===== config.mk =====
export PLATFORM = sky130hd
export DESIGN_NAME = dr_write_regfile
export DESIGN_NICKNAME = d
export VERILOG_FILES = /design/src/rtl/lc3_regfile_pkg.sv /design/src/rtl/dr_write_regfile_cc_gen.sv /design/src/rtl/dr_write_regfile.sv
export SDC_FILE = /design/constraint.sdc
export NUM_CORES = 1
export LEC_CHECK = 0
export CORE_ASPECT_RATIO = 0.6
export CORE_MARGIN = 1
export CORE_UTILIZATION = 40
export DETAILED_ROUTE_END_ITERATION = 10
export GPL_TIMING_DRIVEN = 0
export HOLD_SLACK_MARGIN = 0.15
export PLACE_DENSITY = 0.68
export SLEW_MARGIN = 5
export SYNTH_ARGS = -nofsm -noshare
export SYNTH_HDL_FRONTEND = slang
export SYNTH_HIERARCHICAL = 1
export SYNTH_SLANG_ARGS = --single-unit

===== constraint.sdc =====
create_clock -name Clk -period 3.8 [get_ports Clk]
set_input_delay 0.57 -clock Clk [delete_from_list [all_inputs] [get_ports Clk]]
set_output_delay 0.57 -clock Clk [all_outputs]
set_load 0.01 [all_outputs]

===== src/rtl/lc3_regfile_pkg.sv =====
`default_nettype none
// ============================================================================
// Module   : lc3_regfile_pkg
// Purpose  : Shared types and constants for the LC-3 register-file write side.
// Revision : 1.0 - initial release
// ============================================================================
package lc3_regfile_pkg;

  typedef logic [15:0] word_t;
  typedef logic [2:0]  reg_idx_t;

  // JSR/TRAP linkage always targets R7
  localparam reg_idx_t   R7_IDX   = 3'd7;
  // NZP after reset: Z set
  localparam logic [2:0] CC_RESET = 3'b010;

  typedef enum logic [0:0] {
    EMPTY = 1'b0,
    HELD  = 1'b1
  } wr_state_t;

  // One buffered write captured while WR_HOLD blocks commits
  typedef struct packed {
    reg_idx_t dr;
    word_t    data;
    logic     ld_cc;
  } held_wr_t;

endpackage
`default_nettype wire


===== src/rtl/dr_write_regfile_cc_gen.sv =====
`default_nettype none
// ============================================================================
// Module   : cc_gen
// Purpose  : Combinational NZP generation from a data word. Exactly one of
//            the three flags is high for any input.
// Revision : 1.0 - initial release
// ============================================================================
module cc_gen #(
  parameter int WIDTH = 16
) (
  input  logic [WIDTH-1:0] word,
  output logic [2:0]       nzp
);

  // Sign bit wins, then zero test, otherwise positive
  always_comb begin
    nzp = 3'b001;
    if (word[WIDTH-1]) begin
      nzp = 3'b100;
    end else if (word == '0) begin
      nzp = 3'b010;
    end
  end

endmodule
`default_nettype wire


===== src/rtl/dr_write_regfile.sv =====
`default_nettype none
// ============================================================================
// Module   : dr_write_regfile
// Purpose  : LC-3 register-file write side: DRMUX, write strobe, NZP update
//            and a one-entry buffer that holds a write while WR_HOLD is high.
// Config   : DR_WRITE_BYPASS_EN - when defined, R[buffered dr] and NZP show
//            the pending buffered write while in HELD.
// Revision : 1.0 - initial release
// ============================================================================
module dr_write_regfile #(
  parameter int         WIDTH    = 16,
  parameter int         NREG     = 8,
  parameter logic [2:0] CC_RESET = 3'b010
) (
  input  logic             Clk,
  input  logic             Reset,
  input  logic [2:0]       IR_DR,
  input  logic             DR_MUX,
  input  logic [WIDTH-1:0] BUS,
  input  logic             LD_REG,
  input  logic             LD_CC,
  input  logic             WR_HOLD,
  output logic             WR_READY,
  output logic             WR_PENDING,
  output logic             OVERRUN,
  output logic [WIDTH-1:0] R0,
  output logic [WIDTH-1:0] R1,
  output logic [WIDTH-1:0] R2,
  output logic [WIDTH-1:0] R3,
  output logic [WIDTH-1:0] R4,
  output logic [WIDTH-1:0] R5,
  output logic [WIDTH-1:0] R6,
  output logic [WIDTH-1:0] R7,
  output logic             N,
  output logic             Z,
  output logic             P
);
  import lc3_regfile_pkg::*;

  wr_state_t        state;
  wr_state_t        state_nxt;
  held_wr_t         hbuf;
  logic [WIDTH-1:0] regs [NREG];
  logic [2:0]       nzp;
  logic             overrun;

  reg_idx_t         dr;
  logic             capture;
  logic             wr_en;
  reg_idx_t         wr_idx;
  logic [WIDTH-1:0] wr_data;
  logic             cc_en;
  logic             cc_sel_buf;
  logic             ovr_set;
  logic [WIDTH-1:0] cc_word;
  logic [2:0]       cc_commit;

  logic [WIDTH-1:0] rd [NREG];
  logic [2:0]       nzp_out;

  assign dr = DR_MUX ? R7_IDX : IR_DR;

  // State register
  always_ff @(posedge Clk or negedge Reset) begin
    if (!Reset) state <= EMPTY;
    else        state <= state_nxt;
  end

  // Next state plus write/CC/overrun strobes decoded from state and inputs
  always_comb begin
    state_nxt  = state;
    capture    = 1'b0;
    wr_en      = 1'b0;
    wr_idx     = dr;
    wr_data    = BUS;
    cc_en      = 1'b0;
    cc_sel_buf = 1'b0;
    ovr_set    = 1'b0;
    case (state)
      EMPTY: begin
        if (LD_REG) begin
          if (WR_HOLD) begin
            capture   = 1'b1;
            state_nxt = HELD;
          end else begin
            wr_en = 1'b1;
            cc_en = LD_CC;
          end
        end else begin
          cc_en = LD_CC;
        end
      end
      HELD: begin
        // A write request here is dropped; its paired LD_CC goes with it
        ovr_set = LD_REG;
        cc_en   = LD_CC && !LD_REG;
        if (!WR_HOLD) begin
          state_nxt = EMPTY;
          wr_en     = 1'b1;
          wr_idx    = hbuf.dr;
          wr_data   = hbuf.data;
          // Buffered CC update outranks a same-edge CC-only strobe
          if (hbuf.ld_cc) begin
            cc_en      = 1'b1;
            cc_sel_buf = 1'b1;
          end
        end
      end
      default: state_nxt = EMPTY;
    endcase
  end

  assign cc_word = cc_sel_buf ? hbuf.data : BUS;

  cc_gen #(.WIDTH(WIDTH)) u_cc_commit (
    .word (cc_word),
    .nzp  (cc_commit)
  );

  // Held-write buffer; cleared on reset so a held write never survives it
  always_ff @(posedge Clk or negedge Reset) begin
    if (!Reset)       hbuf <= '0;
    else if (capture) hbuf <= '{dr: dr, data: BUS, ld_cc: LD_CC};
  end

  // Register array
  always_ff @(posedge Clk or negedge Reset) begin
    if (!Reset) begin
      for (int i = 0; i < NREG; i++) regs[i] <= '0;
    end else if (wr_en) begin
      regs[wr_idx] <= wr_data;
    end
  end

  // Condition codes
  always_ff @(posedge Clk or negedge Reset) begin
    if (!Reset)     nzp <= CC_RESET;
    else if (cc_en) nzp <= cc_commit;
  end

  // Sticky overrun flag
  always_ff @(posedge Clk or negedge Reset) begin
    if (!Reset)        overrun <= 1'b0;
    else if (ovr_set)  overrun <= 1'b1;
  end

`ifdef DR_WRITE_BYPASS_EN
  logic [2:0] cc_bypass;

  cc_gen #(.WIDTH(WIDTH)) u_cc_bypass (
    .word (hbuf.data),
    .nzp  (cc_bypass)
  );

  // Readers see the pending buffered value while the hold is active
  always_comb begin
    for (int i = 0; i < NREG; i++) rd[i] = regs[i];
    nzp_out = nzp;
    if (state == HELD) begin
      rd[hbuf.dr] = hbuf.data;
      if (hbuf.ld_cc) nzp_out = cc_bypass;
    end
  end
`else
  // Outputs reflect only the committed array and NZP
  always_comb begin
    for (int i = 0; i < NREG; i++) rd[i] = regs[i];
    nzp_out = nzp;
  end
`endif

  assign WR_READY   = (state == EMPTY);
  assign WR_PENDING = (state == HELD);
  assign OVERRUN    = overrun;
  assign R0 = rd[0];
  assign R1 = rd[1];
  assign R2 = rd[2];
  assign R3 = rd[3];
  assign R4 = rd[4];
  assign R5 = rd[5];
  assign R6 = rd[6];
  assign R7 = rd[7];
  assign {N, Z, P} = nzp_out;

endmodule
`default_nettype wire


# == After elaboration in Yosys (flattened, before gate mapping) ==
# Cells that the tools add are included.
# word_totals
register_bits,153
elab_cells,49
# op_classes
n_reduce_logical,4
magnitude_cmp,2
bitwise,2
n_mux,27
# op_table
cell,count
$bwmux 128,1
$mux 16,4
$demux 16 s3,1
$logic_not 16->1,1
$mux 1,13
$mux 3,4
$pmux 1 s2,3
$ge 4x4->1 const B,1
$lt 4x1->1 const B,1
$not 3->4,1
$logic_and 1x1->1,2
$mux 2,1
$logic_not 1->1,1
$not 1->1,1

# == Longest topological paths before layout ==
# Gate-level depths: netlist of the first run.
# logic_depth
ltp_word,9
depth_mapped,8

# == Hierarchy ==
# Netlist of the first run, hierarchy kept.
# by_module_without_submodules
mod,n_inst,cells_per_inst,area_each_um2
dr_write_regfile,1,383,6299.8
cc_gen,1,7,50.0

# == Worst setup path after synthesis of the first run ==
# No wires, ideal clock.
# synth_timing
path_kind,input-to-reg
startpoint,input WR_HOLD
endpoint,register nzp[0]
slack_ns,1.272
stages,7
required_time_ns,3.675
arrival_ns,2.404
path_buffers,2
path_cell_list,buf_6 nand3b_1 clkbuf_1 mux2_2 nor4_1 a41oi_1 mux2_2
# synth_via
elab_chain_cells,6
word_cells_on_any_way,10
classes_between,mux (9); reduce/logical (1)
# synth_rtl
item,line,rtl
"start, declared",dr_write_regfile.sv:22,"input logic WR_HOLD,"
$mux 1,dr_write_regfile.sv:97,if (!WR_HOLD) begin
$mux 1,dr_write_regfile.sv:79,case (state)
$mux 16,dr_write_regfile.sv:113,assign cc_word = cc_sel_buf ? hbuf.data : BUS;
named net cc_word[12],dr_write_regfile.sv:55,logic [WIDTH-1:0] cc_word;
$logic_not 16->1,dr_write_regfile_cc_gen.sv:20,end else if (word == '0) begin
$mux 2,dr_write_regfile_cc_gen.sv:20,
$mux 3,dr_write_regfile_cc_gen.sv:18,if (word[WIDTH-1]) begin
named net cc_commit[0],dr_write_regfile.sv:56,logic [2:0] cc_commit;
"end signal, assigned",dr_write_regfile.sv:138,else if (cc_en) nzp <= cc_commit;
"end, declared",dr_write_regfile.sv:44,logic [2:0] nzp;
# The timed path passes the listed nets, and every way through them passes these cells.
# A chain may end at the register's enable or synchronous reset.

# == Worst setup path in the final report of the first run ==
# layout_timing
startpoint,"register state, in the netlist WR_PENDING"
endpoint,register nzp[0]
# layout_via
elab_chain_cells,5
word_cells_on_any_way,7
classes_between,mux (5); bitwise (1); reduce/logical (1)
# layout_rtl
item,line,rtl
"start, declared",dr_write_regfile.sv:40,wr_state_t state;
"start signal, assigned",dr_write_regfile.sv:66,else state <= state_nxt;
$mux 1,dr_write_regfile.sv:79,
$mux 16,dr_write_regfile.sv:113,
named net cc_word[11],dr_write_regfile.sv:55,
$logic_not 16->1,dr_write_regfile_cc_gen.sv:20,
$mux 2,dr_write_regfile_cc_gen.sv:20,
$mux 3,dr_write_regfile_cc_gen.sv:18,
named net cc_commit[0],dr_write_regfile.sv:56,
# The timed path passes the listed nets, and every way through them passes these cells.

==> results of run 1 <==
## cells by family (layout without fill, tap and decap cells)
group	count (synthesis)	count (layout)	synth area share, %
mux	186	186	33.1
flops	153	153	60.3
simple gates	24	24	3.59
buf+inv	19	208	2.09
compound gates	8	8	0.907
## power breakdown
group | switching [W] | total (W) | internal (W)
registers | 0.000327 | 0.00254 | 0.00221
logic | 0.000812 | 0.00221 | 0.00139
clock network | 0.000706 | 0.00164 | 0.000935
total | 0.00184 | 0.00638 | 0.00454
## critical path, stage by stage, from the launching register on
cell and delay (ns):
dfrtp_1 0.39, buf_6 0.15, nand3b_1 0.32, clkbuf_1 0.50, mux2_2 0.39, nor4_1 0.51
a41oi_1 0.21, mux2_2 0.29
## final cells by class
| class | count | area share [%] |
|---|---|---|
| repair buffers | 158 | 18.2 |
| clock inverters | 13 | 1.50 |
| flip-flops and latches | 153 | 43.6 |
| clock buffers | 18 | 5.00 |
| well taps | 203 | 2.89 |
| multi-input cells | 218 | 27.2 |
| inverters | 2 | 0.0856 |
| plain buffers | 17 | 1.43 |
## per-stage QoR
step	total power, W	std cells	setup TNS [ns]
floorplan	0.00340	390	0
global placement	0.00471	750	-582.32
detailed placement	0.00478	751	0
CTS	0.00645	782	0
global route	0.00673	782	0
finish	0.00638	782	0
## how the worst max path moves through the flow
stage	startpoint	end	slack, ns	depth (start not counted)
final	WR_PENDING$_DFF_PN0_	nzp[0]$_DFFE_PN0P_	0.91	7
after global routing	WR_PENDING$_DFF_PN0_	nzp[0]$_DFFE_PN0P_	0.67	7
after CTS	WR_PENDING$_DFF_PN0_	nzp[0]$_DFFE_PN0P_	0.84	7
after detailed placement	DR_MUX	R3[6]$_DFFE_PN0P_	0.54	6
after global placement	Reset	R1[13]$_DFFE_PN0P_	-3.83	1
after floorplan	WR_HOLD	nzp[0]$_DFFE_PN0P_	1.27	7
## sequential cells by signal, summed over array words and instances, names as in the netlist, 16 cells and up
| signal | cells |
|---|---|
| R3 | 16 |
| R0 | 16 |
| R4 | 16 |
| R5 | 16 |
| R1 | 16 |
| R2 | 16 |
| hbuf | 20 |
| R6 | 16 |
| R7 | 16 |
## per-layer routing
metal | GRT usage [%] | routed length [um] | share of wire, %
met1 | 29.5 | 7720 | 48
met3 | 7.71 | 1350 | 8.4
met5 | 0 | 0 | 0
met4 | 4.87 | 74 | 0.46
met2 | 29.5 | 6960 | 43
## cells in the final DEF, fill, tap and decap left out, drive strengths merged, types with 3 or more instances in the layout
| cell | n |
|---|---|
| mux2 | 183 |
| clkdlybuf4s50 | 156 |
| dfrtp | 152 |
| clkbuf | 20 |
| buf | 17 |
| inv | 10 |
| nor4 | 8 |
| nand3 | 4 |
| nand2b | 3 |
| mux2i | 3 |
==> results.toml, run 1 <==
[final_layout]
multi_input_comb_area_sq_um = 2390
final_nets = 592
final_util_pct = 56.9
design_area_sq_um = 8770
drive_gt1_share_pct = 41.1
area_growth_pct = 38.2
antennaDiodeCount = 0
seqCellArea_sq_um = 3830
num-fill-cells = 1234

[grt]
track_usage_pct = 20.6
antenna_found_initial = 0
grt_pass1_vias = 4088
grt_start_max_net_pins = 84
grt_pass1_wl_mm = 24.5
overflow = 0

[routing]
dr.pass1.iters = 4
final_antenna_net_count = 0
dr.first_iter.drc_count = 184
routedWlPerCell_um = 20.6
vias = 3970
drt-vias-per-instance = 5.08
drt_wl_total_mm = 16.1
route.detailed.drc = 0

[synth]
synthCells = 390
ys_seq_area_share_pct = 60.3
syn_nets = 415
synth_area_leader_cell = "dfrtp_1"
synth_area_sq_um = 6350
ys_async_sr_fraction_pct = 100
synth_area_leaders = "dfrtp_1 (60%), mux2_2 (31%), nor4_4 (1.3%)"
synth-seq-cells = 153
synth_edf_count = 0
yosysWarningCount = 6
synth_top_area_share_pct = 59.9
ys_top_cells_by_count = "mux2_2 (177), dfrtp_1 (152), buf_6 (6), mux2_1 (5)"
yosysMostFrequentCell = "mux2_2"
post_synth.cell_area_avg_sq_um = 16.3
synth_ff_type = "dfrtp_1"
synth.distinct_cells = 33

[critical_path]
path_class = "reg -> reg"
cp.arrival_ns = 3.19
crit_path_max_fanout = 10
startpoint_type = "flip-flop"
reg2reg_depth = 7
endpoint_kind = "flip-flop"
r2r_start = "WR_PENDING$_DFF_PN0_"
reg2reg_slack_ns = 0.91
rr_endpoint = "nzp[0]$_DFFE_PN0P_"
worstPathRequired_ns = 4.09

[clock_tree]
clk_latency_ns = 0.41
holdBufCountCts = 0
postCtsSetupRepairBufs = 0
htreeDepth = 4
clockBufferDepth = 2
cts_resized = 0
clkSlewWorstSetupHoldPaths_ns = 0.06
cts_tree = "done"
clock_sinks = 153
numCtsBuffers = 17
cts-root-buf = "clkbuf_16"

[floorplanning]
fp.dieH_um = 99.6
fp.coreArea_sq_um = 15400
fp.dieArea_sq_um = 16400
row_count = 35
ios = 159
dieWidth_um = 165
initial_utilization_pct = 41.2

[sta]
layout_setup_ws_ns = 0.907
finalSetupViolCount = 0
fin_crit_ns = 2.89
rsz0062_at_grt = "no"
timing.fmax_ghz = 0.346
drv_slew = 0
period_share_pct = 76.1
hold_ws_ns = 0.165
final_hold_viol_count = 0
fin_skew_ns = 0.00904
worstMarginPinSlew_ns = 0.940
slew_headroom_pct = 37.1

[pwr]
leakagePower_nw = 3.71
peakVddDrop_v = 0.000359
powerDensity_nw_per_um2 = 728

[placed_design]
place_area_sq_um = 8200
dpl.hpwl_mm = 11.2
pre_cts_slack_ns = 0.539
portBuffers = 157
finalWeightedCongestion = 0.725

[flow_run]
drv_cap = 0

[run_status]
status = "completed"

[hold_path]
hp-class = "in -> async"
No activity file was read; power rests on OpenSTA's default activity.
==> run 2, diff against run 1 <==
clock period = 2.8 ns   (was 3.8 ns; I/O delays follow)
==> results.toml, run 2 (synthesis results as in run 1) <==
[floorplanning]
fp.coreArea_sq_um = 15400
fp.dieArea_sq_um = 16400
fp.dieH_um = 99.6
row_count = 35
dieWidth_um = 165
initial_utilization_pct = 41.2
ios = 159

[routing]
final_antenna_net_count = 0
drt-vias-per-instance = 5.07
drt_wl_total_mm = 16.1
vias = 3969
route.detailed.drc = 0
routedWlPerCell_um = 20.6
dr.first_iter.drc_count = 194
dr.pass1.iters = 4

[final_layout]
final_nets = 593
largest_reg_flops = 20
fin_cells = 783
max_flop_register = "hbuf"
final_util_pct = 57.0
mostFrequentLayoutCell = "mux2_2"
layout_common_cells = "mux2_2 (177), clkdlybuf4s50_1 (156), dfrtp_1 (152)"
design_area_sq_um = 8790
num-fill-cells = 1233
area_growth_pct = 38.5
drive_gt1_share_pct = 41.4
antennaDiodeCount = 0

[flow_run]
drv_cap = 0

[clock_tree]
clockBufferDepth = 2
htreeDepth = 4
clock_sinks = 153
clkSlewWorstSetupHoldPaths_ns = 0.06
cts_tree = "done"
clk_latency_ns = 0.41
numCtsBuffers = 17
postCtsSetupRepairBufs = 0
cts-root-buf = "clkbuf_16"

[critical_path]
reg2reg_slack_ns = 0.15
critical_path.startpoint = "WR_PENDING$_DFF_PN0_"
path_class = "reg -> reg"
worstPathRequired_ns = 3.09
endpoint_kind = "flip-flop"
rr_endpoint = "nzp[0]$_DFFE_PN0P_"
startpoint_type = "flip-flop"
crit_path_max_fanout = 10
reg2reg_depth = 7
r2r_start = "WR_PENDING$_DFF_PN0_"
timing.critical_path.to = "nzp[0]$_DFFE_PN0P_"
cp.arrival_ns = 2.94

[grt]
antenna_found_initial = 0
grt_pass1_vias = 4100
track_usage_pct = 20.6
grt_start_max_net_pins = 84
overflow = 0
grt_pass1_wl_mm = 24.5

[sta]
timing.fmax_ghz = 0.377
period_share_pct = 94.7
slew_headroom_pct = 37.2
finalSetupViolCount = 0
worstMarginPinSlew_ns = 0.938
tns_ns = 0
fin_crit_ns = 2.65
fin_skew_ns = 0.00899
rsz0062_at_grt = "no"
drv_slew = 0
final_hold_viol_count = 0

[placed_design]
place_area_sq_um = 8200
finalWeightedCongestion = 0.725
dpl.hpwl_mm = 11.2
portBuffers = 157
post-place-cells = 751

[hold_path]
hp-class = "in -> reg"

[pwr]
peakVddDrop_v = 0.000487
powerDensity_nw_per_um2 = 986
finalPower_w = 0.00867
leakagePower_nw = 3.72

[run_status]
status = "completed"
run 2: changes by cell type in the layout (fill, tap and decap cells not counted), sizes merged:
cell / change
buf: +1
clkbuf: -1
dlygate4sd3: +1
run 2: metal layers:
layer,global-route usage (%),part of all wire (%)
met4,4.87,0.46
met3,7.71,8.0
met2,29.5,43
met1,29.5,48
met5,0,0
run 2: critical path: stages (launching register included):
cell	delay (ns)
dfrtp_1	0.39
buf_6	0.15
nand3b_1	0.33
buf_2	0.34
mux2_2	0.38
nor4_1	0.46
a41oi_1	0.19
mux2_2	0.29
run 2: layout make-up:
cell class	instances	area, sq um	area share (%)
plain buffers	17	126	1.44
flip-flops and latches	153	3830	43.6
repair buffers	159	1610	18.3
well taps	203	254	2.89
multi-input cells	218	2390	27.2
clock buffers	18	439	5.00
clock inverters	13	131	1.49
inverters	2	7.51	0.0854
run 2: how the worst min path moves through the flow:
stage	startpoint	to	slack [ns]	depth (start not counted)
after CTS	WR_HOLD	WR_PENDING$_DFF_PN0_	0.28	2
after global placement	OVERRUN$_DFFE_PN0P_	OVERRUN$_DFFE_PN0P_	0.44	1
final	WR_HOLD	WR_PENDING$_DFF_PN0_	0.30	2
after global routing	WR_HOLD	WR_PENDING$_DFF_PN0_	0.29	2
after floorplan	Reset	OVERRUN$_DFFE_PN0P_	0.12	0
after detailed placement	OVERRUN$_DFFE_PN0P_	OVERRUN$_DFFE_PN0P_	0.45	1
run 2: stage by stage:
step | hold WS [ns] | setup slack, ns
final | 0.298 | 0.149
after global routing | 0.288 | 0.0199
after floorplan | 0.124 | 0.422
after global placement | 0.438 | -4.68
after detailed placement | 0.449 | -0.311
after CTS | 0.283 | 0.0181
run 2: repair_timing:
action / 4_1_cts / 5_1_grt
setup endpoints to repair: 1 / 1
hold buffers: 1 / 0
endpoints found under the hold margin: 69 / 0
gates resized for setup: 1 / 2
pin swaps: 0 / 0
run 2: power breakdown:
group          leakage [nW]  internal (W)  switching, W
clock network         0.277       0.00127      0.000958
logic                  1.57       0.00189       0.00110
registers              1.87       0.00300      0.000443
